## config.mk

```make
export PLATFORM = sky130hd
export DESIGN_NAME = clk_div_controller
export DESIGN_NICKNAME = d
export VERILOG_FILES = /design/src/rtl/clk_div_pkg.sv /design/src/rtl/mod_counter.sv /design/src/rtl/clk_div_controller.sv
export SDC_FILE = /design/constraint.sdc
export NUM_CORES = 1
export LEC_CHECK = 0
export ABC_AREA = 1
export CORE_UTILIZATION = 25
export DETAILED_ROUTE_END_ITERATION = 10
export PLACE_DENSITY = 0.44
export SLEW_MARGIN = 25
export SYNTH_ARGS = -nofsm -noshare
export SYNTH_HDL_FRONTEND = slang
export SYNTH_SLANG_ARGS = --single-unit
```

## constraint.sdc

```tcl
create_clock -name clk -period 5.45 [get_ports clk]
set_input_delay 0.8175 -clock clk [delete_from_list [all_inputs] [get_ports clk]]
set_output_delay 0.8175 -clock clk [all_outputs]
set_load 0.1 [all_outputs]
```

## src/rtl/clk_div_pkg.sv

```systemverilog
// Shared types and default parameters for the programmable clock divider.
// Imported by the counter and the controller.
package clk_div_pkg;

    localparam int WIDTH_DEFAULT       = 4;
    localparam int BURST_W_DEFAULT     = 8;
    localparam int DEFAULT_MOD_DEFAULT = 6;

    typedef enum logic {
        IDLE = 1'b0,
        RUN  = 1'b1
    } state_e;

endpackage

```

## src/rtl/mod_counter.sv

```systemverilog
// Modulo-M up counter with loadable modulus and sync clear.
// tc is combinational and only asserted while counting is enabled.
module mod_counter
    import clk_div_pkg::*;
#(
    parameter int WIDTH       = WIDTH_DEFAULT,
    parameter int DEFAULT_MOD = DEFAULT_MOD_DEFAULT
) (
    input  logic             clk,
    input  logic             reset,
    input  logic             en,
    input  logic             clr,
    input  logic             load,
    input  logic [WIDTH-1:0] load_mod,
    output logic [WIDTH-1:0] q,
    output logic             tc
);

    logic [WIDTH-1:0] q_q, q_d;
    logic [WIDTH-1:0] mod_q, mod_d;

    assign q  = q_q;
    assign tc = en && (q_q == mod_q - WIDTH'(1));

    // Next count and modulus; a load lands together with the wrap.
    always_comb begin
        q_d   = q_q;
        mod_d = mod_q;
        if (clr) begin
            q_d = '0;
        end else if (en) begin
            q_d = tc ? '0 : q_q + WIDTH'(1);
        end
        if (load) begin
            mod_d = load_mod;
        end
    end

    // Count and modulus registers.
    always_ff @(posedge clk) begin
        if (!reset) begin
            q_q   <= '0;
            mod_q <= WIDTH'(DEFAULT_MOD);
        end else begin
            q_q   <= q_d;
            mod_q <= mod_d;
        end
    end

endmodule

```

## src/rtl/clk_div_controller.sv

```systemverilog
// Programmable clock divider: IDLE/RUN control, burst counting and
// a one-entry shadow for configuration changes made while running.
module clk_div_controller
    import clk_div_pkg::*;
#(
    parameter int WIDTH       = WIDTH_DEFAULT,
    parameter int DEFAULT_MOD = DEFAULT_MOD_DEFAULT,
    parameter int BURST_W     = BURST_W_DEFAULT
) (
    input  logic               clk,
    input  logic               reset,
    input  logic               cfg_valid,
    output logic               cfg_ready,
    input  logic [WIDTH-1:0]   cfg_mod,
    input  logic [BURST_W-1:0] cfg_bursts,
    input  logic               start,
    input  logic               stop,
    output logic               busy,
    output logic [WIDTH-1:0]   Q,
    output logic               tc,
    output logic               out,
    output logic               done,
    output logic               cfg_err
);

    state_e             state_q, state_d;
    logic               out_q, out_d;
    logic               done_q, done_d;
    logic               err_q, err_d;
    logic [BURST_W-1:0] bursts_q, bursts_d;
    logic [BURST_W-1:0] tcnt_q, tcnt_d;
    logic               shv_q, shv_d;
    logic [WIDTH-1:0]   shmod_q, shmod_d;
    logic [BURST_W-1:0] shbur_q, shbur_d;

    logic               cnt_en;
    logic               cnt_clr;
    logic               cnt_load;
    logic [WIDTH-1:0]   cnt_mod;
    logic               fire;
    logic               legal;
    logic [BURST_W-1:0] tcnt_inc;
    logic               burst_end;

    assign cfg_ready = (state_q == IDLE) || !shv_q;
    assign fire      = cfg_valid && cfg_ready;
    assign legal     = cfg_mod >= WIDTH'(2);
    assign tcnt_inc  = tcnt_q + BURST_W'(1);
    assign burst_end = tc && (bursts_q != '0) && (tcnt_inc == bursts_q);
    assign cnt_en    = (state_q == RUN);

    assign busy    = (state_q == RUN);
    assign out     = out_q;
    assign done    = done_q;
    assign cfg_err = err_q;

    mod_counter #(
        .WIDTH       (WIDTH),
        .DEFAULT_MOD (DEFAULT_MOD)
    ) u_cnt (
        .clk      (clk),
        .reset    (reset),
        .en       (cnt_en),
        .clr      (cnt_clr),
        .load     (cnt_load),
        .load_mod (cnt_mod),
        .q        (Q),
        .tc       (tc)
    );

    // Next state, configuration routing and output pulses.
    always_comb begin
        state_d  = state_q;
        out_d    = out_q;
        done_d   = 1'b0;
        err_d    = fire && !legal;
        bursts_d = bursts_q;
        tcnt_d   = tcnt_q;
        shv_d    = shv_q;
        shmod_d  = shmod_q;
        shbur_d  = shbur_q;
        cnt_clr  = 1'b0;
        cnt_load = 1'b0;
        cnt_mod  = shmod_q;
        unique case (state_q)
            IDLE: begin
                if (fire && legal) begin
                    cnt_load = 1'b1;
                    cnt_mod  = cfg_mod;
                    bursts_d = cfg_bursts;
                end
                if (start && !stop) begin
                    state_d = RUN;
                    tcnt_d  = '0;
                    cnt_clr = 1'b1;
                end
            end
            RUN: begin
                if (tc) begin
                    out_d = !out_q;
                end
                if (stop || burst_end) begin
                    state_d = IDLE;
                    cnt_clr = 1'b1;
                    done_d  = !stop;
                    if (fire && legal) begin
                        cnt_load = 1'b1;
                        cnt_mod  = cfg_mod;
                        bursts_d = cfg_bursts;
                    end else if (shv_q) begin
                        cnt_load = 1'b1;
                        bursts_d = shbur_q;
                        shv_d    = 1'b0;
                    end
                end else begin
                    if (tc) begin
                        if (shv_q) begin
                            cnt_load = 1'b1;
                            bursts_d = shbur_q;
                            shv_d    = 1'b0;
                            tcnt_d   = '0;
                        end else begin
                            tcnt_d = tcnt_inc;
                        end
                    end
                    if (fire && legal) begin
                        shv_d   = 1'b1;
                        shmod_d = cfg_mod;
                        shbur_d = cfg_bursts;
                    end
                end
            end
        endcase
    end

    // Control state registers.
    always_ff @(posedge clk) begin
        if (!reset) begin
            state_q  <= IDLE;
            out_q    <= 1'b0;
            done_q   <= 1'b0;
            err_q    <= 1'b0;
            bursts_q <= '0;
            tcnt_q   <= '0;
            shv_q    <= 1'b0;
            shmod_q  <= '0;
            shbur_q  <= '0;
        end else begin
            state_q  <= state_d;
            out_q    <= out_d;
            done_q   <= done_d;
            err_q    <= err_d;
            bursts_q <= bursts_d;
            tcnt_q   <= tcnt_d;
            shv_q    <= shv_d;
            shmod_q  <= shmod_d;
            shbur_q  <= shbur_d;
        end
    end

endmodule

```

Word level (Yosys, flattened, before mapping)
Index checks and enable logic that the tools add are counted.
{"block": "op_classes", "add_sub_neg": 3, "mul": 0, "n_div": 0, "n_lt_le_gt_ge": 1, "n_eq_ne": 8, "shift": 0, "muxes": 30, "bitwise_logic": 3, "reduce_logical": 23}
{"op": "$mux W8", "n": 9}
{"op": "$pmux W8 S2", "n": 2}
{"op": "$mux W1", "n": 12}
{"op": "$mux W4", "n": 3}
{"op": "$reduce_and A3 Y1", "n": 4}
{"op": "$add A8 B1 Y8 const B", "n": 1}
{"op": "$eq A8 B8 Y1", "n": 1}
{"op": "$pmux W4 S2", "n": 1}
{"op": "$reduce_bool A8 Y1", "n": 1}
{"op": "$logic_and A1 B1 Y1", "n": 7}
{"op": "$ne A2 B2 Y1 const B", "n": 3}
{"op": "$pmux W1 S2", "n": 3}
{"op": "$reduce_and A2 Y1", "n": 3}
{"op": "$add A4 B1 Y4 const B", "n": 1}
{"op": "$eq A4 B4 Y1", "n": 1}
{"op": "$ge A4 B2 Y1 const B", "n": 1}
{"op": "$logic_not A1 Y1", "n": 4}
{"op": "$ne A2 B1 Y1 const B", "n": 2}
{"op": "$sub A4 B1 Y4 const B", "n": 1}
{"op": "$ne A3 B2 Y1 const B", "n": 1}
{"op": "$not A1 Y1", "n": 3}
{"op": "$reduce_bool A3 Y1", "n": 1}
{"op": "$logic_or A1 B1 Y1", "n": 2}
{"op": "$reduce_or A2 Y1", "n": 1}
{"block": "word_totals", "reg_bits": 41, "latch_bits": 0, "mem_bits_rw": 0, "mem_bits_ro": 0, "in_bits": 17, "elab_cells": 79, "mem_count": 0}

Depth between registers and ports, before layout
Gate-level depths: netlist (run 1).
{"block": "depth", "ltp_word": 9, "ltp_mapped": 17, "ltp_nobuf": 16}

Modules after synthesis
A second synthesis (run 1) with hierarchy kept.
{"block": "unflattened", "hier_cells": 449, "area_unflattened_um2": 2741.4}
{"module": "clk_div_controller", "instances": 1, "cells_per_inst": 376, "area_per_inst_um2": 2260.9, "seq_area_each_um2": 660.6}
{"module": "mod_counter", "instances": 1, "cells_per_inst": 73, "area_per_inst_um2": 480.5, "seq_area_each_um2": 160.2}

Worst setup path before layout (run 1)
OpenSTA, ideal clock, no wires.
{"block": "synth_path", "kind": "flip-flop to flip-flop", "from": "register state_q (netlist: busy)", "to": "register bursts_q[1]", "t_arrival_ns": 3.198, "required_time_ns": 5.328, "slack_ns": 2.130, "path_stages_with_launch": 11, "n_path_buf": 1, "path_cell_list": "dfxtp_1 nand2_1 nand2_1 inv_1 nand2_1 inv_1 o21ai_1 inv_1 clkbuf_1 o21ai_0 a21oi_1"}
{"block": "synth_via", "elab_chain_len": 7, "word_cells_on_any_way": 14, "classes_between": "eq/ne (2); mux (3); bitwise (1); reduce/logical (8)"}
{"element": "start: declaration", "line_no": "clk_div_controller.sv:26", "rtl": "state_e state_q, state_d;"}
{"element": "start signal: assignment", "line_no": "clk_div_controller.sv:149", "rtl": "state_q <= state_d;"}
{"element": "$not A1 Y1 *"}
{"element": "$logic_or A1 B1 Y1 *", "line_no": "clk_div_controller.sv:45", "rtl": "assign cfg_ready = (state_q == IDLE) || !shv_q;"}
{"element": "via cfg_ready", "line_no": "clk_div_controller.sv:13", "rtl": "output logic cfg_ready,"}
{"element": "$logic_and A1 B1 Y1 *", "line_no": "clk_div_controller.sv:46", "rtl": "assign fire = cfg_valid && cfg_ready;"}
{"element": "$logic_and A1 B1 Y1 *", "line_no": "clk_div_controller.sv:87, clk_div_controller.sv:106"}
{"element": "$mux W8", "line_no": "clk_div_controller.sv:106", "rtl": "if (fire && legal) begin"}
{"element": "$mux W8", "line_no": "clk_div_controller.sv:102", "rtl": "if (stop || burst_end) begin"}
{"element": "$pmux W8 S2", "line_no": "clk_div_controller.sv:85", "rtl": "unique case (state_q)"}
{"element": "end signal: assignment", "line_no": "clk_div_controller.sv:153", "rtl": "bursts_q <= bursts_d;"}
{"element": "end: declaration", "line_no": "clk_div_controller.sv:30", "rtl": "logic [BURST_W-1:0] bursts_q, bursts_d;"}
Mark *: on every way through the listed nets, which the timed path passes. The rest lies on a longest branch.
A chain may end at the register's enable or synchronous reset.

Worst setup path after layout (run 1)
{"block": "layout_path", "from": "register u_cnt.mod_q[0]", "to": "output port tc"}
{"block": "layout_via", "elab_chain_len": 3}
{"element": "start: declaration", "line_no": "mod_counter.sv:20", "rtl": "logic [WIDTH-1:0] mod_q, mod_d;"}
{"element": "start signal: assignment", "line_no": "mod_counter.sv:43", "rtl": "mod_q <= WIDTH'(DEFAULT_MOD);"}
{"element": "start signal: assignment", "line_no": "mod_counter.sv:46", "rtl": "mod_q <= mod_d;"}
{"element": "$sub A4 B1 Y4", "line_no": "mod_counter.sv:23", "rtl": "assign tc = en && (q_q == mod_q - WIDTH'(1));"}
{"element": "$eq A4 B4 Y1", "line_no": "mod_counter.sv:23"}
{"element": "$logic_and A1 B1 Y1", "line_no": "mod_counter.sv:23"}
{"element": "end: declaration", "line_no": "clk_div_controller.sv:20", "rtl": "output logic tc,"}
Every way passes these cells.

==> results_dict.tcl, run 1 <==
set metrics [dict create \
    period_minus_slack_ns 3.61 \
    path_class "flop to output port" \
    ios 27 \
    post_drt_wl_per_cell_um 11.4 \
    async_flop_share 0 \
    outcome "finished clean" \
    crit_path_max_fanout 5 \
    num_antenna_cells 0 \
    finalClockSkew_ns 0.00848 \
    final_hold_viol_count 0 \
    yosysSeqAreaShare 0.335 \
    hp-class "flop to flop" \
    io_buffers 26 \
    ant_nets 0 \
    grt_pass1_vias 2043 \
    vias 2323 \
    via_per_inst 4.37 \
    htree_levels 2 \
    initialDrtViolationCount 120 \
    start_util 0.261 \
    hold_path_end "shbur_q[0]" \
    max_freq_mhz 277 \
    rsz0062_at_grt "false" \
    start_kind "flop" \
    vdd.ir_drop.worst_uv 108 \
    postLayoutCoreUtil 0.310 \
    r2r_start "tcnt_q[0]" \
    drt_pass1_iterations 4 \
    area_delta_synth_final_pct 18.6 \
    ys_ff_latch 41 \
    syn_avg_cell_area_um2 6.44 \
    maxCapViolCount 0 \
    p_total_mw 0.725 \
    r2r_end "u_cnt.q[2]" \
    routabilityCongestion 0.767 \
    synth_edf_count 0 \
    cts_setup_buffers 0 \
    grt_pass1_wl_um 10000 \
    cts_tree "done" \
    slew_violations 0 \
    setup_viol 0 \
    p_per_area_nw_per_um2 250 \
    ys_types 33 \
    hold_path_depth 2 \
    netlist_area_um2 2450 \
    grt_max_degree 28 \
    root_buffer "clkbuf_8" \
    track_usage 0.126 \
    cts_buffers 5 \
    wl_um 6070 \
    core-area_um2 9370 \
    drive_above_1_share 0.0720 \
    r2r_cells 12 \
    syn_inst 380 \
    slew_headroom 0.348 \
    overflow 0 \
    endpoint_kind "output port" \
    syn-num-nets 400 \
    finalNetCount 422 \
    dieArea_um2 10200 \
    finalCritPeriodShare 0.662 \
    timing.setup.tns_ns 0 \
    postCtsHoldBufs 0 \
    insertion_delay_ns 0.30 \
    yosys_warnings 0 \
    mostFrequentLayoutCells "103 x nand2_1, 55 x inv_1, 42 x nand3_1, 41 x dfxtp_1, 33 x a21oi_1" \
    crit_start "u_cnt.mod_q[0]" \
    p_leak_nw 1.26 \
    final_common_cell "nand2_1" \
    worst_slew_pin_slew_ns 0.975 \
    drc 0 \
    clk_pin_slew_worst_paths_ns 0.09 \
    antenna_found_initial 0 \
    die_h_um 101 \
    cts_resized 0 \
    whs_ns 0.459 \
    reg2reg_slack_ns 2.45 \
    num_rows 35 \
    dp_hpwl_um 4440 \
    critical_path_arrival_ns 2.79 \
    clock_path_buffers 2 \
    min-delay-start "shbur_q[0]" \
    required_ns 4.63 \
    synth-main-ff-cell "dfxtp_1" \
    fp.dieW_um 101 \
    cts_num_sinks 41 \
]
==> kinds of logic after synthesis <==
kind of cell	after synthesis	share of synthesized area
flip-flops	41	0.335
AND/OR/NAND/NOR	193	0.350
AO/OA/AOI/OAI	68	0.156
adder cells (fa/ha/maj)	3	0.0153
multiplexers	2	0.00818
XOR/XNOR	4	0.0143
buffers and inverters	69	0.121
==> Yosys cell counts (2+ instances only) <==
| library cell | instances | area, um2 |
|---|---|---|
| o21ai_1 | 2 | 10.0 |
| nor3_1 | 2 | 10.0 |
| nand2_1 | 103 | 387 |
| inv_1 | 55 | 206 |
| o21ai_2 | 2 | 17.5 |
| nand3_1 | 42 | 210 |
| nor2_1 | 25 | 93.8 |
| ha_1 | 3 | 37.5 |
| clkbuf_1 | 7 | 26.3 |
| dfxtp_1 | 41 | 821 |
| nand4_1 | 3 | 18.8 |
| o211ai_1 | 3 | 22.5 |
| mux2i_1 | 2 | 20.0 |
| inv_2 | 3 | 11.3 |
| nand2_2 | 7 | 43.8 |
| a21oi_1 | 33 | 165 |
| nand3b_1 | 2 | 15.0 |
| o21ai_0 | 25 | 125 |
| nand2_4 | 2 | 22.5 |
| nor2_2 | 3 | 18.8 |
| xor2_1 | 3 | 26.3 |
==> metrics by stage <==
step           cell area [um2]  worst slack [ns]  instances
4_1_cts                   2910              1.81        532
3_3_place_gp              2790              2.18        524
6_report                  2900              1.84        532
2_1_floorplan             2450              2.13        380
5_1_grt                   2900              1.69        532
3_5_place_dp              2790              2.15        524
==> layer usage <==
layer | vias to the layer above | routed length, um | global-route usage
met4 | 0 | 81 | 0.0435
met1 | 1019 | 3160 | 0.173
met5 | - | 0 | 0
met2 | 38 | 2610 | 0.198
li1 | 1258 | - | -
met3 | 8 | 212 | 0.0208
==> power by group <==
part / switching (mW) / leakage, nW / total [mW] / internal [mW]
registers: 0.0174 / 0.335 / 0.333 / 0.315
clock network: 0.114 / 0.0585 / 0.263 / 0.150
logic: 0.0810 / 0.865 / 0.129 / 0.0483
==> worst max-delay path, cell delays in order (launching register included) <==
cell and delay (ns):
dfxtp_1 0.36, inv_2 0.06, ha_1 0.29, inv_1 0.04, nand2_1 0.05, nand2_1 0.04, nor2_1 0.14, nand4_2 0.21
inv_1 0.16, clkdlybuf4s50_1 1.14
==> layout make-up <==
cell class	instances	area (um2)
sequential	41	821
clock buffer	7	86.3
timing repair buffer	26	255
tap	129	161
clock inverter	1	30.0
multi-input combinational	270	1330
inverter	58	218
fill	1095	6470
==> sequential cells by signal, summed over array words and instances, names as in the netlist <==
register / count
out: 1
shbur_q: 8
u_cnt.mod_q: 4
u_cnt.q: 4
shv_q: 1
done: 1
busy: 1
cfg_err: 1
bursts_q: 8
shmod_q: 4
tcnt_q: 8
==> worst max-delay path by stage <==
stage	end	slack (ns)
global route	tc	1.69
detailed placement	tc	2.15
global placement	tc	2.18
floorplan	bursts_q[1]	2.13
finish	tc	1.84
CTS	tc	1.81
No activity file was read; power rests on OpenSTA's default activity.
==> inputs of run 2 (changes only) <==
--- a/config.mk
+++ b/config.mk
@@ -8,7 +8,7 @@
 export ABC_AREA = 1
 export CORE_UTILIZATION = 25
 export DETAILED_ROUTE_END_ITERATION = 10
-export PLACE_DENSITY = 0.44
+export PLACE_DENSITY = 0.45
 export SLEW_MARGIN = 25
 export SYNTH_ARGS = -nofsm -noshare
 export SYNTH_HDL_FRONTEND = slang
==> constraint.sdc (replaced) <==
create_clock -name clk -period 3.2 [get_ports clk]
set_input_delay 0.48 -clock clk [delete_from_list [all_inputs] [get_ports clk]]
set_output_delay 0.48 -clock clk [all_outputs]
set_load 0.1 [all_outputs]
==> run 2 against run 1 <==
Count of clock-buffer cells in the layout is 1 lower. Non-clock buffer count is 6 higher. Sequential share of layout area is 0.29 points lower. Global-route usage is 0.78 points higher. Register-to-register slack worse by 1.7 ns. Critical path depth stayed put. Sequential cell count stayed put.
==> results_dict.tcl, run 2 (synthesis results as in run 1) <==
set metrics [dict create \
    p_clk_frac 0.352 \
    slowest_delay_ns 0.37 \
    worst_slew_pin_slew_ns 0.992 \
    setup_viol 0 \
    crit_path_max_fanout 5 \
    finalNetCount 428 \
    grt_pass1_wl_um 10600 \
    outcome "finished clean" \
    p_seq_frac 0.460 \
    cts_setup_buffers 0 \
    vias 2340 \
    mostFrequentLayoutCells "102 x nand2_1, 55 x inv_1, 42 x nand3_1, 41 x dfxtp_1, 33 x a21oi_1" \
    crit_path_top_delay_cell "dfxtp_1" \
    start_util 0.261 \
    final_area_um2 2930 \
    core-area_um2 9370 \
    path_class "flop to output port" \
    clk_pin_slew_worst_paths_ns 0.09 \
    period_minus_slack_ns 2.49 \
    cts_buffers 5 \
    start_kind "flop" \
    grt_max_degree 20 \
    power.switching_mw 0.367 \
    drt_pass1_iterations 4 \
    worst-path-buf-inv 4 \
    initialDrtViolationCount 93 \
    p_per_area_nw_per_um2 418 \
    combPwrFrac 0.188 \
    vdd.ir_drop.worst_uv 248 \
    dieArea_um2 10200 \
    routabilityCongestion 0.786 \
    endpoint_kind "output port" \
    ios 27 \
    clock_path_buffers 2 \
    finalCritPeriodShare 0.780 \
    io_buffers 26 \
    timing.setup.tns_ns 0 \
    slew_violations 0 \
    postCtsHoldBufs 0 \
    hp-class "flop to flop" \
    reg2reg_slack_ns 0.77 \
    max_freq_mhz 401 \
    reg.largest.list "bursts_q (8), shbur_q (8), tcnt_q (8)" \
    cts_resized 0 \
    wl_um 6250 \
    num_rows 35 \
    overflow 0 \
    fillerInstances 1082 \
    fp.dieW_um 101 \
    dp_hpwl_um 4600 \
    required_ns 2.72 \
    final_common_cell "nand2_1" \
    die_h_um 101 \
    final_hold_viol_count 0 \
    track_usage 0.134 \
    ant_nets 0 \
    grt_pass1_vias 2176 \
    drc 0 \
    switching_share 0.299 \
    maxCapViolCount 0 \
    placed_area_um2 2820 \
    post_drt_wl_per_cell_um 11.6 \
    finalClockSkew_ns 0.00879 \
    via_per_inst 4.35 \
    area_delta_synth_final_pct 19.8 \
    antenna_found_initial 0 \
    cp_cell_sequence "inv_2, ha_1, inv_1, nand2_1, nand2_1, nor2_1, nand4_2, inv_1, buf_4" \
    critical_path_arrival_ns 2.01 \
    drive_above_1_share 0.103 \
    rsz0062_at_grt "false" \
    slew_headroom 0.337 \
    p_leak_nw 1.30 \
    cts_num_sinks 41 \
    insertion_delay_ns 0.30 \
    crit_family "buffers and inverters" \
    intPower_mw 0.859 \
    cts_tree "done" \
    htree_levels 2 \
    root_buffer "clkbuf_8" \
    num_antenna_cells 0 \
]
==> run 2: cell types whose count changed in the layout (fill, tap and decap cells not counted) <==
cell | previous run | this run
clkinv_4 | 0 | 1
clkbuf_8 | 6 | 5
buf_4 | 0 | 13
nand2_2 | 7 | 8
nand2_1 | 103 | 102
buf_2 | 1 | 0
clkdlybuf4s50_1 | 25 | 19
==> run 2: stage by stage <==
step / hold slack, ns / worst slack, ns / power, mW / std cells / utilization
global route: 0.484 / 0.539 / 1.30 / 538 / 0.313
finish: 0.456 / 0.706 / 1.23 / 538 / 0.313
CTS: 0.460 / 0.685 / 1.25 / 538 / 0.313
detailed placement: 0.447 / 0.760 / 0.808 / 530 / 0.301
global placement: 0.443 / 0.744 / 0.808 / 530 / 0.301
floorplan: 0.429 / 0.200 / 0.738 / 380 / -
==> run 2: cell type report <==
| cell class | instances | area (um2) | share of cell area |
|---|---|---|---|
| multi-input combinational | 270 | 1340 | 0.455 |
| sequential | 41 | 821 | 0.280 |
| timing repair buffer | 32 | 288 | 0.0981 |
| inverter | 58 | 218 | 0.0742 |
| tap | 129 | 161 | 0.0550 |
| clock buffer | 6 | 72.6 | 0.0247 |
| clock inverter | 2 | 38.8 | 0.0132 |
==> run 2: power groups by stage <==
stage               combinational [mW]  sequential, mW  clock [mW]
floorplan                        0.158           0.580           0
global placement                 0.232           0.576           0
detailed placement               0.233           0.575           0
CTS                              0.234           0.564       0.450
global route                     0.263           0.568       0.467
finish                           0.231           0.563       0.432
==> run 2: worst paths after layout <==
check / start / end / cells past startpoint
setup / recovery: u_cnt.mod_q[0] / tc / 9
hold / removal: shbur_q[6] / shbur_q[6] / 2
setup reg to reg: u_cnt.mod_q[0] / u_cnt.q[2] / 13
hold reg to reg: shbur_q[6] / shbur_q[6] / 2
==> run 2: routing by layer <==
metal / track usage / wire (um) / vias to the layer above
li1: - / - / 1272
met2: 0.208 / 2630 / 33
met5: 0 / 0 / -
met3: 0.0229 / 188 / 6
met1: 0.184 / 3350 / 1029
met4: 0.0491 / 80 / 0
==> run 2: worst reg2reg max path, cell delays in order, from the launching register on <==
cell and delay [ns]:
dfxtp_1 0.37, inv_2 0.07, ha_1 0.29, inv_1 0.04
nand2_1 0.05, nand2_1 0.04, nor2_1 0.14, nand4_2 0.23
nor2_2 0.15, nand2_2 0.08, o21bai_4 0.15, inv_2 0.13
o21ai_0 0.45, nor3b_1 0.10
